$ cat config.mk
export PLATFORM = sky130hd
export DESIGN_NAME = tnn_infer_ctrl
export DESIGN_NICKNAME = d
export VERILOG_FILES = /design/src/rtl/tnn_infer_ctrl.sv
export SDC_FILE = /design/constraint.sdc
export NUM_CORES = 1
export LEC_CHECK = 0
export CORE_ASPECT_RATIO = 0.8
export CORE_UTILIZATION = 55
export CTS_BUF_LIST = sky130_fd_sc_hd__clkbuf_8
export DETAILED_ROUTE_END_ITERATION = 7
export PLACE_DENSITY = 0.91
export REMOVE_ABC_BUFFERS = 1
export SLEW_MARGIN = 20
export SYNTH_ARGS = -nofsm -noshare
export SYNTH_HDL_FRONTEND = slang
export SYNTH_SLANG_ARGS = --single-unit
$ cat constraint.sdc
create_clock -name clk -period 3.4 [get_ports clk]
set_input_delay 1.02 -clock clk [delete_from_list [all_inputs] [get_ports clk]]
set_output_delay 1.02 -clock clk [all_outputs]
set_load 0.02 [all_outputs]
$ cat src/rtl/tnn_infer_ctrl.sv
// Sequencer around a combinational TNN classifier: serial feature load, multicycle
// settle, registered prediction capture, valid/ready result port and per-class hit counters.
module tnn_infer_ctrl #(
  parameter int FEAT_CNT    = 19,
  parameter int FEAT_BITS   = 4,
  parameter int CLASS_CNT   = 3,
  parameter int EVAL_CYCLES = 2,
  parameter int CNT_BITS    = 16
) (
  input  logic                           clk,
  input  logic                           rst_n,
  input  logic                           s_valid,
  output logic                           s_ready,
  input  logic [FEAT_BITS-1:0]           s_feat,
  input  logic                           s_last,
  output logic [FEAT_CNT*FEAT_BITS-1:0]  clf_features,
  input  logic [$clog2(CLASS_CNT)-1:0]   clf_prediction,
  output logic                           m_valid,
  input  logic                           m_ready,
  output logic [$clog2(CLASS_CNT)-1:0]   m_class,
  output logic [CNT_BITS-1:0]            m_index,
  output logic                           frame_err,
  input  logic                           hist_clr,
  input  logic [$clog2(CLASS_CNT)-1:0]   hist_sel,
  output logic [CNT_BITS-1:0]            hist_count
);

  localparam int CLS_W = $clog2(CLASS_CNT);
  localparam int IDX_W = (FEAT_CNT > 1) ? $clog2(FEAT_CNT) : 1;
  localparam int EC_W  = (EVAL_CYCLES > 1) ? $clog2(EVAL_CYCLES) : 1;
  localparam logic [CNT_BITS-1:0] CNT_MAX = {CNT_BITS{1'b1}};

  typedef enum logic [1:0] {LOAD, EVAL, DONE} state_t;

  state_t                     state, state_next;
  logic [IDX_W-1:0]           idx;
  logic [EC_W-1:0]            eval_cnt;
  logic                       accept, beat_final, retire;
  logic [CLASS_CNT-1:0][CNT_BITS-1:0] class_cnt;

  assign accept     = (state == LOAD) && s_valid;
  assign beat_final = (idx == IDX_W'(FEAT_CNT - 1));
  assign retire     = (state == DONE) && m_ready;

  always_ff @(posedge clk or negedge rst_n) begin
    if (!rst_n) state <= LOAD;
    else        state <= state_next;
  end

  always_comb begin
    state_next = state;
    s_ready    = 1'b0;
    case (state)
      LOAD: begin
        s_ready = 1'b1;
        if (s_valid && beat_final && s_last) state_next = EVAL;
      end
      EVAL: if (eval_cnt == '0) state_next = DONE;
      DONE: if (m_ready) state_next = LOAD;
      default: state_next = LOAD;
    endcase
  end

  // A misaligned s_last (early or missing) drops the vector and restarts at slot 0.
  always_ff @(posedge clk or negedge rst_n) begin
    if (!rst_n) begin
      idx       <= '0;
      eval_cnt  <= '0;
      frame_err <= 1'b0;
      m_valid   <= 1'b0;
      m_class   <= '0;
    end else begin
      frame_err <= accept && (beat_final != s_last);
      if (accept) begin
        idx <= (beat_final || s_last) ? '0 : idx + IDX_W'(1);
        if (beat_final && s_last) eval_cnt <= EC_W'(EVAL_CYCLES - 1);
      end
      if (state == EVAL) begin
        if (eval_cnt == '0) begin
          m_valid <= 1'b1;
          m_class <= clf_prediction;
        end else begin
          eval_cnt <= eval_cnt - EC_W'(1);
        end
      end
      if (retire) m_valid <= 1'b0;
    end
  end

  always_ff @(posedge clk or negedge rst_n) begin
    if (!rst_n)        m_index <= '0;
    else if (hist_clr) m_index <= '0;
    else if (retire)   m_index <= m_index + CNT_BITS'(1);
  end

  genvar gi;
  generate
    for (gi = 0; gi < FEAT_CNT; gi++) begin : g_slot
      logic [FEAT_BITS-1:0] slot;
      always_ff @(posedge clk or negedge rst_n) begin
        if (!rst_n)                                slot <= '0;
        else if (accept && idx == IDX_W'(gi))      slot <= s_feat;
      end
      assign clf_features[gi*FEAT_BITS +: FEAT_BITS] = slot;
    end

    // Saturating hit counters; a clear in the same cycle beats the increment.
    for (gi = 0; gi < CLASS_CNT; gi++) begin : g_cnt
      logic [CNT_BITS-1:0] cnt;
      always_ff @(posedge clk or negedge rst_n) begin
        if (!rst_n)        cnt <= '0;
        else if (hist_clr) cnt <= '0;
        else if (retire && m_class == CLS_W'(gi) && cnt != CNT_MAX)
          cnt <= cnt + CNT_BITS'(1);
      end
      assign class_cnt[gi] = cnt;
    end
  endgenerate

  always_comb begin
    hist_count = '0;
    for (int i = 0; i < CLASS_CNT; i++)
      if (hist_sel == CLS_W'(i)) hist_count = class_cnt[i];
  end

endmodule

==> impl_metrics.env, run 1 <==
export IMPL_status="finished, final reports clean"
export IMPL_cts_root_buf="clkbuf_8"
export IMPL_cts_tree="built"
export IMPL_fp_coreArea_um2=13100
export IMPL_final_common_cell="dfrtp_1"
export IMPL_final_cell_mix="152 x dfrtp_1, 107 x clkdlybuf4s50_1, 94 x mux2_2, 51 x nand2_1, 38 x a21oi_1"
export IMPL_postSynthCellCount=701
export IMPL_period_minus_slack_ps=3350
export IMPL_yosysSeqAreaShare_pct=50.5
export IMPL_numCtsBuffers=17
export IMPL_finalSetupTns_ps=0
export IMPL_crit_fanout=8
export IMPL_areaGrowthSynthToFinish_pct=24.1
export IMPL_finalCritPeriodShare_pct=98.6
export IMPL_cts_sinks=152
export IMPL_pin_count=127
export IMPL_grt_pass1_wl_um=31700
export IMPL_setup_viol=0
export IMPL_hpwl_um=13800
export IMPL_path_clk_slew_ps=90
export IMPL_cts_setup_buffers=0
export IMPL_min_from="g_slot[17].slot[0]$_DFFE_PN0P_"
export IMPL_startpoint="hist_sel[1]"
export IMPL_grt_max_degree=67
export IMPL_tightest_slew_ps=1040
export IMPL_fmax_mhz=298
export IMPL_criticalPathCategory="in2out"
export IMPL_worstReg2RegStart="state[0]$_DFFE_PN0P_"
export IMPL_overflow=0
export IMPL_syn_avg_cell_area_um2=10.7
export IMPL_peakVddDrop_mv=0.685
export IMPL_min_path_type="reg2reg"
export IMPL_drt_wl_total_um=19400
export IMPL_drv_cap=0
export IMPL_fin_skew_ps=14.5
export IMPL_start_util_pct=57.5
export IMPL_slew_violations=0
export IMPL_leakagePower_uw=0.00396
export IMPL_fp_dieH_um=107
export IMPL_fin_nets=849
export IMPL_dpl_cell_area_um2=9020
export IMPL_grt_use_total_pct=28.7
export IMPL_critical_path_arrival_ps=2330
export IMPL_die_area_um2=14200
export IMPL_first_global_vias=6241
export IMPL_dieWidth_um=133
export IMPL_ys_ff_latch=152
export IMPL_finalHoldViolations=0
export IMPL_vias=6250
export IMPL_ff2ff_setup_slack_ps=1020
export IMPL_n_antenna_cell=0
export IMPL_relSlewSlack_pct=30.2
export IMPL_via_per_inst=6.17
export IMPL_cp_required_ps=2380
export IMPL_clk_path_buf_depth=2
export IMPL_synth_area_um2=7530
export IMPL_gp_congestion=0.925
export IMPL_drt_initial_drc_count=579
export IMPL_rsz0062_at_grt="no"
export IMPL_rows=37
export IMPL_insertion_delay_ps=450
export IMPL_power_density_nw_per_um2=509
export IMPL_whs_ps=512
export IMPL_ys_warnings_count=0
export IMPL_power_uw=4760
export IMPL_synth_edf_count=0
export IMPL_async_flop_share_pct=100
export IMPL_drive_gt1_share_pct=19.7
export IMPL_ys_flop_type="dfrtp_1"
export IMPL_worst_setup_path_start_kind="input pin"
export IMPL_endpoint_kind="output port"
export IMPL_ant_nets=0
export IMPL_post_synth_num_cell_types=46
export IMPL_wl_per_cell_um=19.1
export IMPL_cts_htree_levels=4
export IMPL_fin_area_um2=9350
export IMPL_drcViolationCount=0
export IMPL_antenna_found_initial=0
export IMPL_first_pass_iters=5
export IMPL_numPortBuffers=126
-- synth_stat cells, types with 2 or more instances --
cell type  count  area (um2)
dfrtp_1      152        3800
mux2_2        94        1060
nand2_1       51         191
a21oi_1       38         190
nor2_1        36         135
o21ai_0       35         175
nand3_1       32         160
clkbuf_1      26        97.6
or4_1         24         180
nor2b_1       21         131
o31ai_1       21         158
nand4_1       18         113
mux2i_1       17         170
or3_1         16         100
inv_1         15        56.3
nor3_1        13        65.1
ha_1          10         125
nor4_1        10        62.6
buf_1          8        30.0
and3_1         6        37.5
xnor2_1        6        52.6
and2_1         5        31.3
and4_1         5        43.8
nand2b_1       4        25.0
buf_2          3        15.0
nand4b_1       3        26.3
nor4b_1        3        26.3
o41ai_1        3        26.3
a21o_1         2        15.0
and3b_1        2        17.5
nor3b_1        2        15.0
nor4_2         2        25.0
or2_2          2        12.5
or3b_2         2        17.5
or4b_1         2        20.0
xor2_1         2        17.5
-- per-layer routing --
metal | wire length (um) | up-vias | part of all wire, % | global-route usage (%)
met2 | 9060 | 310 | 47 | 45.4
met4 | 376 | 0 | 1.9 | 9.52
met3 | 1850 | 50 | 9.6 | 10.1
li1 | - | 2828 | - | -
met1 | 8080 | 3062 | 42 | 36.9
met5 | 0 | - | 0 | 0
-- metrics by stage --
step | setup slack, ps | util (%) | instances
after floorplan | 439 | - | 664
after global placement | -251 | 68.8 | 981
after detailed placement | -370 | 68.8 | 981
after CTS | 5.57 | 71.6 | 1013
after global routing | 0.872 | 71.3 | 1013
final | 49.0 | 71.3 | 1013
-- where the power goes --
group / internal [uW] / total [uW] / switching (uW) / leakage (uW)
Sequential: 2040 / 2190 / 150 / 0.00206
Combinational: 602 / 1210 / 609 / 0.00171
Clock: 553 / 1360 / 804 / 0.000190
-- flip-flops by register name, indices dropped and copies added, names as in the netlist --
name	count
eval_cnt	1
frame_err	1
g_cnt.cnt	48
g_slot.slot	76
idx	5
m_class	2
m_index	16
m_valid	1
state	2
-- repair_timing --
item / 4_1_cts / 5_1_grt
gates resized for setup: 17 / 35
pin swaps: 0 / 0
endpoints found under the setup margin: 16 / 13
hold buffers: 0 / 0
-- cells by family after synthesis --
group | after synthesis | synth area share (%)
AO/OA/AOI/OAI | 104 | 8.06
adder cells (fa/ha/maj) | 10 | 1.66
buffers and inverters | 52 | 2.64
multiplexers | 112 | 16.5
XOR/XNOR | 8 | 0.931
AND/OR/NAND/NOR | 263 | 19.7
flip-flops | 152 | 50.5
-- worst max-delay path, cell delays in order --
cell and delay, ps:
clkdlybuf4s50_1 480, nor2b_1 170, buf_4 190, nand2_1 60
o21ai_0 70, dlygate4sd2_1 350
-- worst paths after layout --
| path | to | depth (start not counted) |
|---|---|---|
| setup / recovery | hist_count[6] | 6 |
| hold / removal | g_slot[17].slot[0]$_DFFE_PN0P_ | 1 |
| setup reg to reg | g_cnt[0].cnt[12]$_DFFE_PN0P_ | 4 |
| hold reg to reg | g_slot[17].slot[0]$_DFFE_PN0P_ | 1 |
| max in group asynchronous | m_class[1]$_DFFE_PN0P_ | 2 |
| min in group asynchronous | g_cnt[2].cnt[8]$_DFFE_PN0P_ | 1 |
-- area by class of cell --
| class | instances | area [um2] |
|---|---|---|
| inverters | 15 | 56.3 |
| repair buffers | 142 | 1360 |
| multi-input cells | 497 | 3530 |
| flip-flops and latches | 152 | 3800 |
| fillers | 896 | 3750 |
| clock inverters | 15 | 153 |
| well taps | 175 | 219 |
| clock buffers | 17 | 234 |
No activity file was read; power rests on OpenSTA's default activity.
==> inputs of run 2 (changes only) <==
--- a/config.mk
+++ b/config.mk
@@ -5,13 +5,14 @@
 export SDC_FILE = /design/constraint.sdc
 export NUM_CORES = 1
 export LEC_CHECK = 0
+export CELL_PAD_IN_SITES_DETAIL_PLACEMENT = 0
+export CELL_PAD_IN_SITES_GLOBAL_PLACEMENT = 1
 export CORE_ASPECT_RATIO = 0.8
-export CORE_UTILIZATION = 55
+export CORE_UTILIZATION = 43
 export CTS_BUF_LIST = sky130_fd_sc_hd__clkbuf_8
 export DETAILED_ROUTE_END_ITERATION = 7
 export PLACE_DENSITY = 0.91
 export REMOVE_ABC_BUFFERS = 1
-export SLEW_MARGIN = 20
 export SYNTH_ARGS = -nofsm -noshare
 export SYNTH_HDL_FRONTEND = slang
 export SYNTH_SLANG_ARGS = --single-unit
==> impl_metrics.env, run 2 (synthesis results as in run 1) <==
export IMPL_status="finished, final reports clean"
export IMPL_nFillCells=1481
export IMPL_fin_cells=1057
export IMPL_numPortBuffers=126
export IMPL_ant_nets=0
export IMPL_overflow=0
export IMPL_fmax_mhz=308
export IMPL_rows=42
export IMPL_grt_busiest_layer="met1"
export IMPL_numCtsBuffers=17
export IMPL_wl_per_cell_um=17.6
export IMPL_start_util_pct=44.8
export IMPL_fp_coreArea_um2=16800
export IMPL_fin_skew_ps=18.5
export IMPL_final_cell_mix="152 x dfrtp_1, 107 x clkdlybuf4s50_1, 94 x mux2_2, 51 x nand2_1, 38 x a21oi_1"
export IMPL_cts_htree_levels=4
export IMPL_clk_path_buf_depth=2
export IMPL_final_common_cell="dfrtp_1"
export IMPL_largestRegisters="g_slot.slot (76), g_cnt.cnt (48), m_index (16)"
export IMPL_grt_max_degree=83
export IMPL_first_pass_iters=4
export IMPL_relSlewSlack_pct=47.2
export IMPL_antenna_found_initial=0
export IMPL_via_per_inst=5.55
export IMPL_worst_setup_path_start_kind="input pin"
export IMPL_met3_usage_pct=3.89
export IMPL_hpwl_um=13200
export IMPL_met2_usage_pct=32.1
export IMPL_critical_path_arrival_ps=2230
export IMPL_n_antenna_cell=0
export IMPL_crit_fanout=8
export IMPL_dieWidth_um=150
export IMPL_areaGrowthSynthToFinish_pct=25.2
export IMPL_peakVddDrop_mv=0.402
export IMPL_finalCritPeriodShare_pct=95.6
export IMPL_drt_wl_total_um=18600
export IMPL_slew_violations=0
export IMPL_grt_pass1_wl_um=30600
export IMPL_criticalPathCategory="in2out"
export IMPL_drive_gt1_share_pct=20.1
export IMPL_grtUsageMet1_pct=32.8
export IMPL_vias=5863
export IMPL_place_inst=1025
export IMPL_power_density_nw_per_um2=516
export IMPL_cts_root_buf="clkbuf_8"
export IMPL_period_minus_slack_ps=3250
export IMPL_fp_dieH_um=120
export IMPL_insertion_delay_ps=450
export IMPL_largest_reg_flops=76
export IMPL_drv_cap=0
export IMPL_drt_initial_drc_count=407
export IMPL_cts_sinks=152
export IMPL_min_path_type="in2async"
export IMPL_leakagePower_uw=0.00398
export IMPL_gp_congestion=0.830
export IMPL_fin_nets=848
export IMPL_tightest_slew_ps=790
export IMPL_cts_setup_buffers=0
export IMPL_die_area_um2=18000
export IMPL_cts_tree="built"
export IMPL_cp_required_ps=2380
export IMPL_path_clk_slew_ps=100
export IMPL_setup_viol=0
export IMPL_grt_use_total_pct=21.7
export IMPL_drcViolationCount=0
export IMPL_finalHoldViolations=0
export IMPL_max_flop_register="g_slot.slot"
export IMPL_endpoint_kind="output port"
export IMPL_final_core_util_pct=56.0
export IMPL_finalSetupTns_ps=0
export IMPL_pin_count=127
export IMPL_dpl_cell_area_um2=9080
export IMPL_fin_area_um2=9420
export IMPL_rsz0062_at_grt="no"
export IMPL_first_global_vias=5700
run 2: worst max-delay path: stages:
cell,delay (ps)
clkdlybuf4s50_1,480
nor2b_1,180
buf_4,180
nand2_1,60
o21ai_0,100
clkbuf_2,210
run 2: per-stage QoR:
step | power (uW) | setup WS, ps | hold WS, ps
CTS | 4910 | 14.9 | 511
detailed placement | 3410 | -316 | 492
global placement | 3390 | -283 | 487
floorplan | 2750 | 439 | 505
finish | 4860 | 150 | 508
global route | 5070 | 83.9 | 527
run 2: timing repair:
item / 4_1_cts / 5_1_grt
endpoints found under the setup margin: 16 / 16
gates resized for setup: 20 / 46
hold buffers: 0 / 0
run 2: metal layers:
metal  vias up  wire length [um]
met2       122              8420
met1      2911              9220
met3        12               807
met4         0               139
li1       2818                 -
met5         -                 0
run 2: final timing paths:
path | from | end | slack (ps) | cells past startpoint
max | hist_sel[1] | hist_count[1] | 150 | 6
min | rst_n | g_cnt[0].cnt[10]$_DFFE_PN0P_ | 510 | 1
max reg2reg | state[0]$_DFFE_PN0P_ | g_cnt[0].cnt[13]$_DFFE_PN0P_ | 1000 | 4
min reg2reg | g_slot[18].slot[3]$_DFFE_PN0P_ | g_slot[18].slot[3]$_DFFE_PN0P_ | 510 | 1
max in group asynchronous | rst_n | g_slot[14].slot[1]$_DFFE_PN0P_ | 2180 | 2
min in group clk | g_slot[18].slot[3]$_DFFE_PN0P_ | g_slot[18].slot[3]$_DFFE_PN0P_ | 510 | 1
run 2: layout make-up:
class | count | area, um2 | area share [%]
Sequential cell | 152 | 3800 | 40.4
Multi-Input combinational cell | 497 | 3530 | 37.4
Timing Repair Buffer | 141 | 1340 | 14.2
Tap cell | 220 | 275 | 2.92
Clock buffer | 17 | 234 | 2.48
Clock inverter | 15 | 189 | 2.01
Inverter | 15 | 56.3 | 0.598
run 2: where the power goes:
group	switching, uW	total [uW]	internal, uW	leakage [uW]
Combinational	587	1190	602	0.00170
Clock	742	1490	748	0.000219
Sequential	139	2180	2040	0.00206
==> inputs of run 3 (changes only) <==
--- a/config.mk
+++ b/config.mk
@@ -5,6 +5,7 @@
 export SDC_FILE = /design/constraint.sdc
 export NUM_CORES = 1
 export LEC_CHECK = 0
+export CAP_MARGIN = 20
 export CELL_PAD_IN_SITES_DETAIL_PLACEMENT = 0
 export CELL_PAD_IN_SITES_GLOBAL_PLACEMENT = 1
 export CORE_ASPECT_RATIO = 0.8
@@ -13,6 +14,7 @@
 export DETAILED_ROUTE_END_ITERATION = 7
 export PLACE_DENSITY = 0.91
 export REMOVE_ABC_BUFFERS = 1
+export SLEW_MARGIN = 20
 export SYNTH_ARGS = -nofsm -noshare
 export SYNTH_HDL_FRONTEND = slang
 export SYNTH_SLANG_ARGS = --single-unit
==> results of run 3 <==
The final DEF is identical to that of run 2; final timing and power are the same.
